**config.mk**
```make
export PLATFORM = sky130hd
export DESIGN_NAME = msk_share_codec_flat
export DESIGN_NICKNAME = d
export VERILOG_FILES = /design/src/rtl/msk_share_codec_if.sv /design/src/rtl/msk_share_codec.sv /design/src/flat_wrapper.sv
export SDC_FILE = /design/constraint.sdc
export NUM_CORES = 2
export LEC_CHECK = 0
export ABC_AREA = 1
export CAP_MARGIN = 5
export CORE_AREA = 10 10 542 544
export CTS_CLUSTER_DIAMETER = 40
export DETAILED_ROUTE_END_ITERATION = 6
export DIE_AREA = 0 0 552 554
export GPL_TIMING_DRIVEN = 0
export PLACE_DENSITY = 0.3
export SYNTH_ARGS = -nofsm -noshare
export SYNTH_HDL_FRONTEND = slang
export SYNTH_SLANG_ARGS = --single-unit
```
**constraint.sdc**
```tcl
create_clock -name clk -period 1.5 [get_ports clk]
set_input_delay 0.15 -clock clk [delete_from_list [all_inputs] [get_ports clk]]
set_output_delay 0.15 -clock clk [all_outputs]
set_load 0.01 [all_outputs]
```
**src/rtl/msk_share_codec_if.sv**
```systemverilog
// Host / PRNG / core bundle for the masking codec. The slave side is the codec;
// the master side is whatever drives it (host, PRNG and core together).
interface msk_share_codec_if #(
  parameter int d     = 2,
  parameter int RND_W = 256*(d-1)
);
  logic               in_valid;
  logic               in_ready;
  logic [127:0]       plaintext;
  logic [127:0]       key;
  logic               rnd_valid;
  logic               rnd_ready;
  logic [RND_W-1:0]   rnd;
  logic               core_valid_in;
  logic               core_ready;
  logic [128*d-1:0]   sh_plaintext;
  logic [128*d-1:0]   sh_key;
  logic               core_cipher_valid;
  logic [128*d-1:0]   sh_ciphertext;
  logic               out_valid;
  logic               out_ready;
  logic [127:0]       ciphertext;
  logic               busy;

  modport slave (
    input  in_valid, plaintext, key, rnd_valid, rnd, core_ready,
           core_cipher_valid, sh_ciphertext, out_ready,
    output in_ready, rnd_ready, core_valid_in, sh_plaintext, sh_key,
           out_valid, ciphertext, busy
  );

  modport master (
    output in_valid, plaintext, key, rnd_valid, rnd, core_ready,
           core_cipher_valid, sh_ciphertext, out_ready,
    input  in_ready, rnd_ready, core_valid_in, sh_plaintext, sh_key,
           out_valid, ciphertext, busy
  );
endinterface

```
**src/rtl/msk_share_codec.sv**
```systemverilog
// Boolean-masking boundary codec: splits host plaintext/key into d shares for the
// masked AES core and recombines the core's shared ciphertext for the host.
module msk_share_codec #(
  parameter int d     = 2,
  parameter int RND_W = 256*(d-1)
) (
  input logic               clk,
  input logic               nrst,
  msk_share_codec_if.slave  io
);
  typedef enum logic [2:0] {S_IDLE, S_WAIT_RND, S_SEND, S_RUN, S_OUT} state_e;

  state_e             state_q, state_d;
  logic [127:0]       pt_q, key_q, ct_q;
  logic [128*d-1:0]   shp_q, shk_q;
  logic [128*d-1:0]   shp_enc, shk_enc;
  logic [127:0]       ct_rec;
  logic               pacc, kacc, cacc;

  // Bit-major layout: share j of bit i lives at d*i+j; last share closes the XOR.
  always_comb begin
    shp_enc = '0;
    shk_enc = '0;
    pacc    = 1'b0;
    kacc    = 1'b0;
    for (int i = 0; i < 128; i++) begin
      pacc = pt_q[i];
      kacc = key_q[i];
      for (int j = 0; j < d-1; j++) begin
        shp_enc[d*i+j] = io.rnd[(d-1)*i+j];
        shk_enc[d*i+j] = io.rnd[128*(d-1)+(d-1)*i+j];
        pacc = pacc ^ io.rnd[(d-1)*i+j];
        kacc = kacc ^ io.rnd[128*(d-1)+(d-1)*i+j];
      end
      shp_enc[d*i+d-1] = pacc;
      shk_enc[d*i+d-1] = kacc;
    end
  end

  always_comb begin
    ct_rec = '0;
    cacc   = 1'b0;
    for (int i = 0; i < 128; i++) begin
      cacc = 1'b0;
      for (int j = 0; j < d; j++) cacc = cacc ^ io.sh_ciphertext[d*i+j];
      ct_rec[i] = cacc;
    end
  end

  always_ff @(posedge clk) begin
    if (!nrst) state_q <= S_IDLE;
    else       state_q <= state_d;
  end

  always_comb begin
    state_d = state_q;
    unique case (state_q)
      S_IDLE:     if (io.in_valid)          state_d = S_WAIT_RND;
      S_WAIT_RND: if (io.rnd_valid)         state_d = S_SEND;
      S_SEND:     if (io.core_ready)        state_d = S_RUN;
      S_RUN:      if (io.core_cipher_valid) state_d = S_OUT;
      S_OUT:      if (io.out_ready)         state_d = S_IDLE;
      default:                              state_d = S_IDLE;
    endcase
  end

  always_comb begin
    io.in_ready      = 1'b0;
    io.rnd_ready     = 1'b0;
    io.core_valid_in = 1'b0;
    io.out_valid     = 1'b0;
    unique case (state_q)
      S_IDLE:     io.in_ready      = 1'b1;
      S_WAIT_RND: io.rnd_ready     = 1'b1;
      S_SEND:     io.core_valid_in = 1'b1;
      S_OUT:      io.out_valid     = 1'b1;
      default: ;
    endcase
    io.busy = (state_q != S_IDLE);
  end

  // Unmasked operands and shares are wiped as soon as they are handed on.
  always_ff @(posedge clk) begin
    if (!nrst) begin
      pt_q  <= '0;
      key_q <= '0;
      shp_q <= '0;
      shk_q <= '0;
      ct_q  <= '0;
    end else begin
      if (state_q == S_IDLE && io.in_valid) begin
        pt_q  <= io.plaintext;
        key_q <= io.key;
      end
      if (state_q == S_WAIT_RND && io.rnd_valid) begin
        shp_q <= shp_enc;
        shk_q <= shk_enc;
        pt_q  <= '0;
        key_q <= '0;
      end
      if (state_q == S_SEND && io.core_ready) begin
        shp_q <= '0;
        shk_q <= '0;
      end
      if (state_q == S_RUN && io.core_cipher_valid) ct_q <= ct_rec;
    end
  end

  assign io.sh_plaintext = shp_q;
  assign io.sh_key       = shk_q;
  assign io.ciphertext   = ct_q;
endmodule

```
**src/flat_wrapper.sv**
```systemverilog
// flat-port wrapper written by rule: the top's interface ports become plain ports
module msk_share_codec_flat 
#(
  parameter int d     = 2,
  parameter int RND_W = 256*(d-1)
)
  (clk, nrst, io_in_valid, io_plaintext, io_key, io_rnd_valid, io_rnd, io_core_ready, io_core_cipher_valid, io_sh_ciphertext, io_out_ready, io_in_ready, io_rnd_ready, io_core_valid_in, io_sh_plaintext, io_sh_key, io_out_valid, io_ciphertext, io_busy);
  msk_share_codec_if #(.d(d), .RND_W(RND_W)) io_i ();
  input logic clk;
  input logic nrst;
  input wire logic [$bits(io_i.in_valid)-1:0] io_in_valid;
  input wire logic [$bits(io_i.plaintext)-1:0] io_plaintext;
  input wire logic [$bits(io_i.key)-1:0] io_key;
  input wire logic [$bits(io_i.rnd_valid)-1:0] io_rnd_valid;
  input wire logic [$bits(io_i.rnd)-1:0] io_rnd;
  input wire logic [$bits(io_i.core_ready)-1:0] io_core_ready;
  input wire logic [$bits(io_i.core_cipher_valid)-1:0] io_core_cipher_valid;
  input wire logic [$bits(io_i.sh_ciphertext)-1:0] io_sh_ciphertext;
  input wire logic [$bits(io_i.out_ready)-1:0] io_out_ready;
  output wire logic [$bits(io_i.in_ready)-1:0] io_in_ready;
  output wire logic [$bits(io_i.rnd_ready)-1:0] io_rnd_ready;
  output wire logic [$bits(io_i.core_valid_in)-1:0] io_core_valid_in;
  output wire logic [$bits(io_i.sh_plaintext)-1:0] io_sh_plaintext;
  output wire logic [$bits(io_i.sh_key)-1:0] io_sh_key;
  output wire logic [$bits(io_i.out_valid)-1:0] io_out_valid;
  output wire logic [$bits(io_i.ciphertext)-1:0] io_ciphertext;
  output wire logic [$bits(io_i.busy)-1:0] io_busy;
  assign io_i.in_valid = io_in_valid;
  assign io_i.plaintext = io_plaintext;
  assign io_i.key = io_key;
  assign io_i.rnd_valid = io_rnd_valid;
  assign io_i.rnd = io_rnd;
  assign io_i.core_ready = io_core_ready;
  assign io_i.core_cipher_valid = io_core_cipher_valid;
  assign io_i.sh_ciphertext = io_sh_ciphertext;
  assign io_i.out_ready = io_out_ready;
  assign io_in_ready = io_i.in_ready;
  assign io_rnd_ready = io_i.rnd_ready;
  assign io_core_valid_in = io_i.core_valid_in;
  assign io_sh_plaintext = io_i.sh_plaintext;
  assign io_sh_key = io_i.sh_key;
  assign io_out_valid = io_i.out_valid;
  assign io_ciphertext = io_i.ciphertext;
  assign io_busy = io_i.busy;
  msk_share_codec #(.d(d), .RND_W(RND_W)) u_core (.clk(clk), .nrst(nrst), .io(io_i));
endmodule
```
==> metrics <==
status complete, but fails checks; failing checks negative setup slack; PD cells 1710 nW/um^2; Psw 46.0 mW; # H-tree levels 4; GRT Util Overall 17.7%; Buffers & Inverters on Critical Path 1; CTS tree built; Clock Root Buffer clkbuf_16; Core Area 283000 um^2; Setup Slack @ Placement -1.86 ns; global route total overflow 0; Starting Density 12.6%; standard-cell rows 196; HP Class in -> reg; share of cells above drive strength 1 26.9%; Ports 1420; worst setup margin -0.480 ns; critical path, cell by cell dlygate4sd2_1; most frequent cells in the layout 954 x clkdlybuf4s50_1, 821 x nand3_1, 787 x nand2_1; Setup Skew 0.0714 ns; Area Growth Syn to Fin 118%; design area 78000 um^2; Synth Area in XOR/XNOR 9.40%; Post-Synth Adder-Cell Area 0%; static power due to leakage 29.8 nW; Max-cap violations 0; Seq pwr share 23.1%; worst slew pin tran 1.14 ns; dpl cells 9588; wire length of the first global-routing pass 380000 um; Sw Ratio 34.6%; area of the die 306000 um^2; Die Wd 552 um; simple-gate portion of the synthesized area 22.4%; proportion of synthesized chip area in sequential cells 50.3%; initial antenna violation count 64; worst-case vdd ir drop 1100 uV; Clock Tree Buf Depth 4; WP data arrival 1.83 ns; clock slew at reported path FFs 0.04 ns; Warnings, synthesis 0; Final Cycle Share 132%; fin nets 7680; Hold Slack 0.0417 ns; Finish-stage setup viols 1232; most common cell after layout, fill and taps aside clkdlybuf4s50_1; drt total wl 295000 um; vias after detailed routing 42348; pin count of the biggest net entering global routing 19; TritonCTS buffer count 234; post-synthesis compound-gate area fraction 12.6%; critical path's largest stage delay 0.59 ns; Relative slew margins 24.3%; vias per inst 3.89; Placed Area 54700 um^2; post-synth design cell area 35800 um^2; Pre-Repair DR Iteration Count 5; flop2flop setup slack -0.41 ns; vias in the first global route 43631; Slowest-stage cell, CP dlygate4sd2_1; post-synth cell types 21; reg2reg start u_core.state_q[2]; crit path time final 1.98 ns; Port-buffer cells 1417; Die H 554 um; Final TNS setup -365.00 ns; mux contribution to synthesized area 0%; maximum clock rate 505 MHz; Setup crit end kind output port; Iteration-0 DRC Markers 2265; Pint 87.1 mW; syn nets 5183; post-DR wirelength/cell 27.1 um; Worst path top cell family by delay buffers and inverters; Required @ worst endpoint 1.35 ns; worst-skew pair later-pin latency 0.89 ns; Clock Sinks 899; Residual DRC 0; GP Congestion 0.829; post-layout util 27.5%; Worst path depth 1; Tot Pwr 133 mW; FF-to-FF End u_core.io.sh_key[152]; Crit Path Class reg -> out; crit path from u_core.io.sh_key[20]; DPL Wire Length 230000 um; Comb power frac 35.9%; Antenna Nets Post-Route 0; largest family of logic cells by synthesized area simple AND/OR/NAND/NOR gates; Yosys reg bits 899; Hold Fails Final Rpt 0; CP Launch Type register; Worst R2R Path Depth 12; crit path max fanout 2; Final Non-Filler Cells 10898; Avg Cell Area, Syn 8.12 um^2; RSZ-0062 raised after global routing yes; max-slew violations 0; Critical path destination io_sh_key[20]; Clk pwr share 41.0%; Post-Syn Instances 4408
repair_timing:
| action | 4_1_cts | 5_1_grt |
|---|---|---|
| gates cloned | 14 | 64 |
| pin swaps | 5 | 99 |
| resized for setup | 630 | 2537 |
| hold buffers | 620 | 1 |
| setup endpoints to repair | 1537 | 1543 |
| buffers inserted | 23 | 125 |
| endpoints found under the hold margin | 698 | 1 |
worst min-delay path: stages:
cell             delay, ns
clkdlybuf4s50_1       0.49
nand3_1               0.12
a21oi_1               0.06
worst min-delay path by stage:
| stage | endpoint | start | cells after the start | slack (ns) |
|---|---|---|---|---|
| after global placement | u_core.io.sh_key[66] | u_core.io.sh_key[66] | 2 | 0.45 |
| after global routing | u_core.io.ciphertext[17] | io_sh_ciphertext[34] | 4 | 0.009 |
| after floorplan | u_core.state_q[1] | nrst | 2 | 0.27 |
| final | u_core.pt_q[109] | io_plaintext[109] | 3 | 0.04 |
| after CTS | u_core.io.ciphertext[36] | io_sh_ciphertext[72] | 4 | 0.002 |
| after detailed placement | u_core.io.sh_key[154] | u_core.io.sh_key[154] | 2 | 0.45 |
routing by layer:
metal	wire [um]	track usage, %	part of all wire [%]
met5	151	0	0.051
met4	8930	4.39	3.0
met3	26200	7.06	8.9
met2	145000	31.2	49
met1	115000	19.7	39
synthesized netlist by cell type (all sizes together):
cell	number	share of area [%]
clkbuf	134	1.4
nor2	9	0.16
a21oi	897	13
dfxtp	899	50
nand3	899	13
o21ai	2	0.038
nor3	2	0.028
o21bai	1	0.021
xor2	384	9.4
buf	261	3.9
nand2	909	9.6
nand3b	2	0.042
inv	9	0.094
registers in the layout, summed over array words and instances, names as in the netlist:
register	count
u_core.io.sh_key	256
u_core.io.sh_plaintext	256
u_core.io.ciphertext	128
u_core.key_q	128
u_core.pt_q	128
u_core.state_q	3
logic make-up after synthesis:
| kind of cell | Yosys count |
|---|---|
| DFF | 899 |
| xor gates and xnor gates | 384 |
| and+or+nand+nor | 1821 |
| buffers and inverters | 404 |
| AOI/OAI and AO/OA | 900 |
final cells by class:
class / instances / area, um^2
Antenna cell: 33 / 82.6
Buffer: 391 / 3730
Timing Repair Buffer: 2265 / 24200
Sequential cell: 899 / 18400
Fill cell: 30450 / 206000
Clock inverter: 126 / 1830
Inverter: 9 / 51.3
Clock buffer: 308 / 6670
Tap cell: 3762 / 4710
Multi-Input combinational cell: 3105 / 18200
power by group through the flow:
stage	sequential (mW)	combinational (mW)	clock, mW
global placement	30.5	33.3	0
floorplan	30.7	13.7	0
detailed placement	30.6	33.3	0
finish	30.7	47.8	54.6
global route	31.0	50.9	56.9
CTS	30.2	37.3	55.8
No activity file was read; power rests on OpenSTA's default activity.
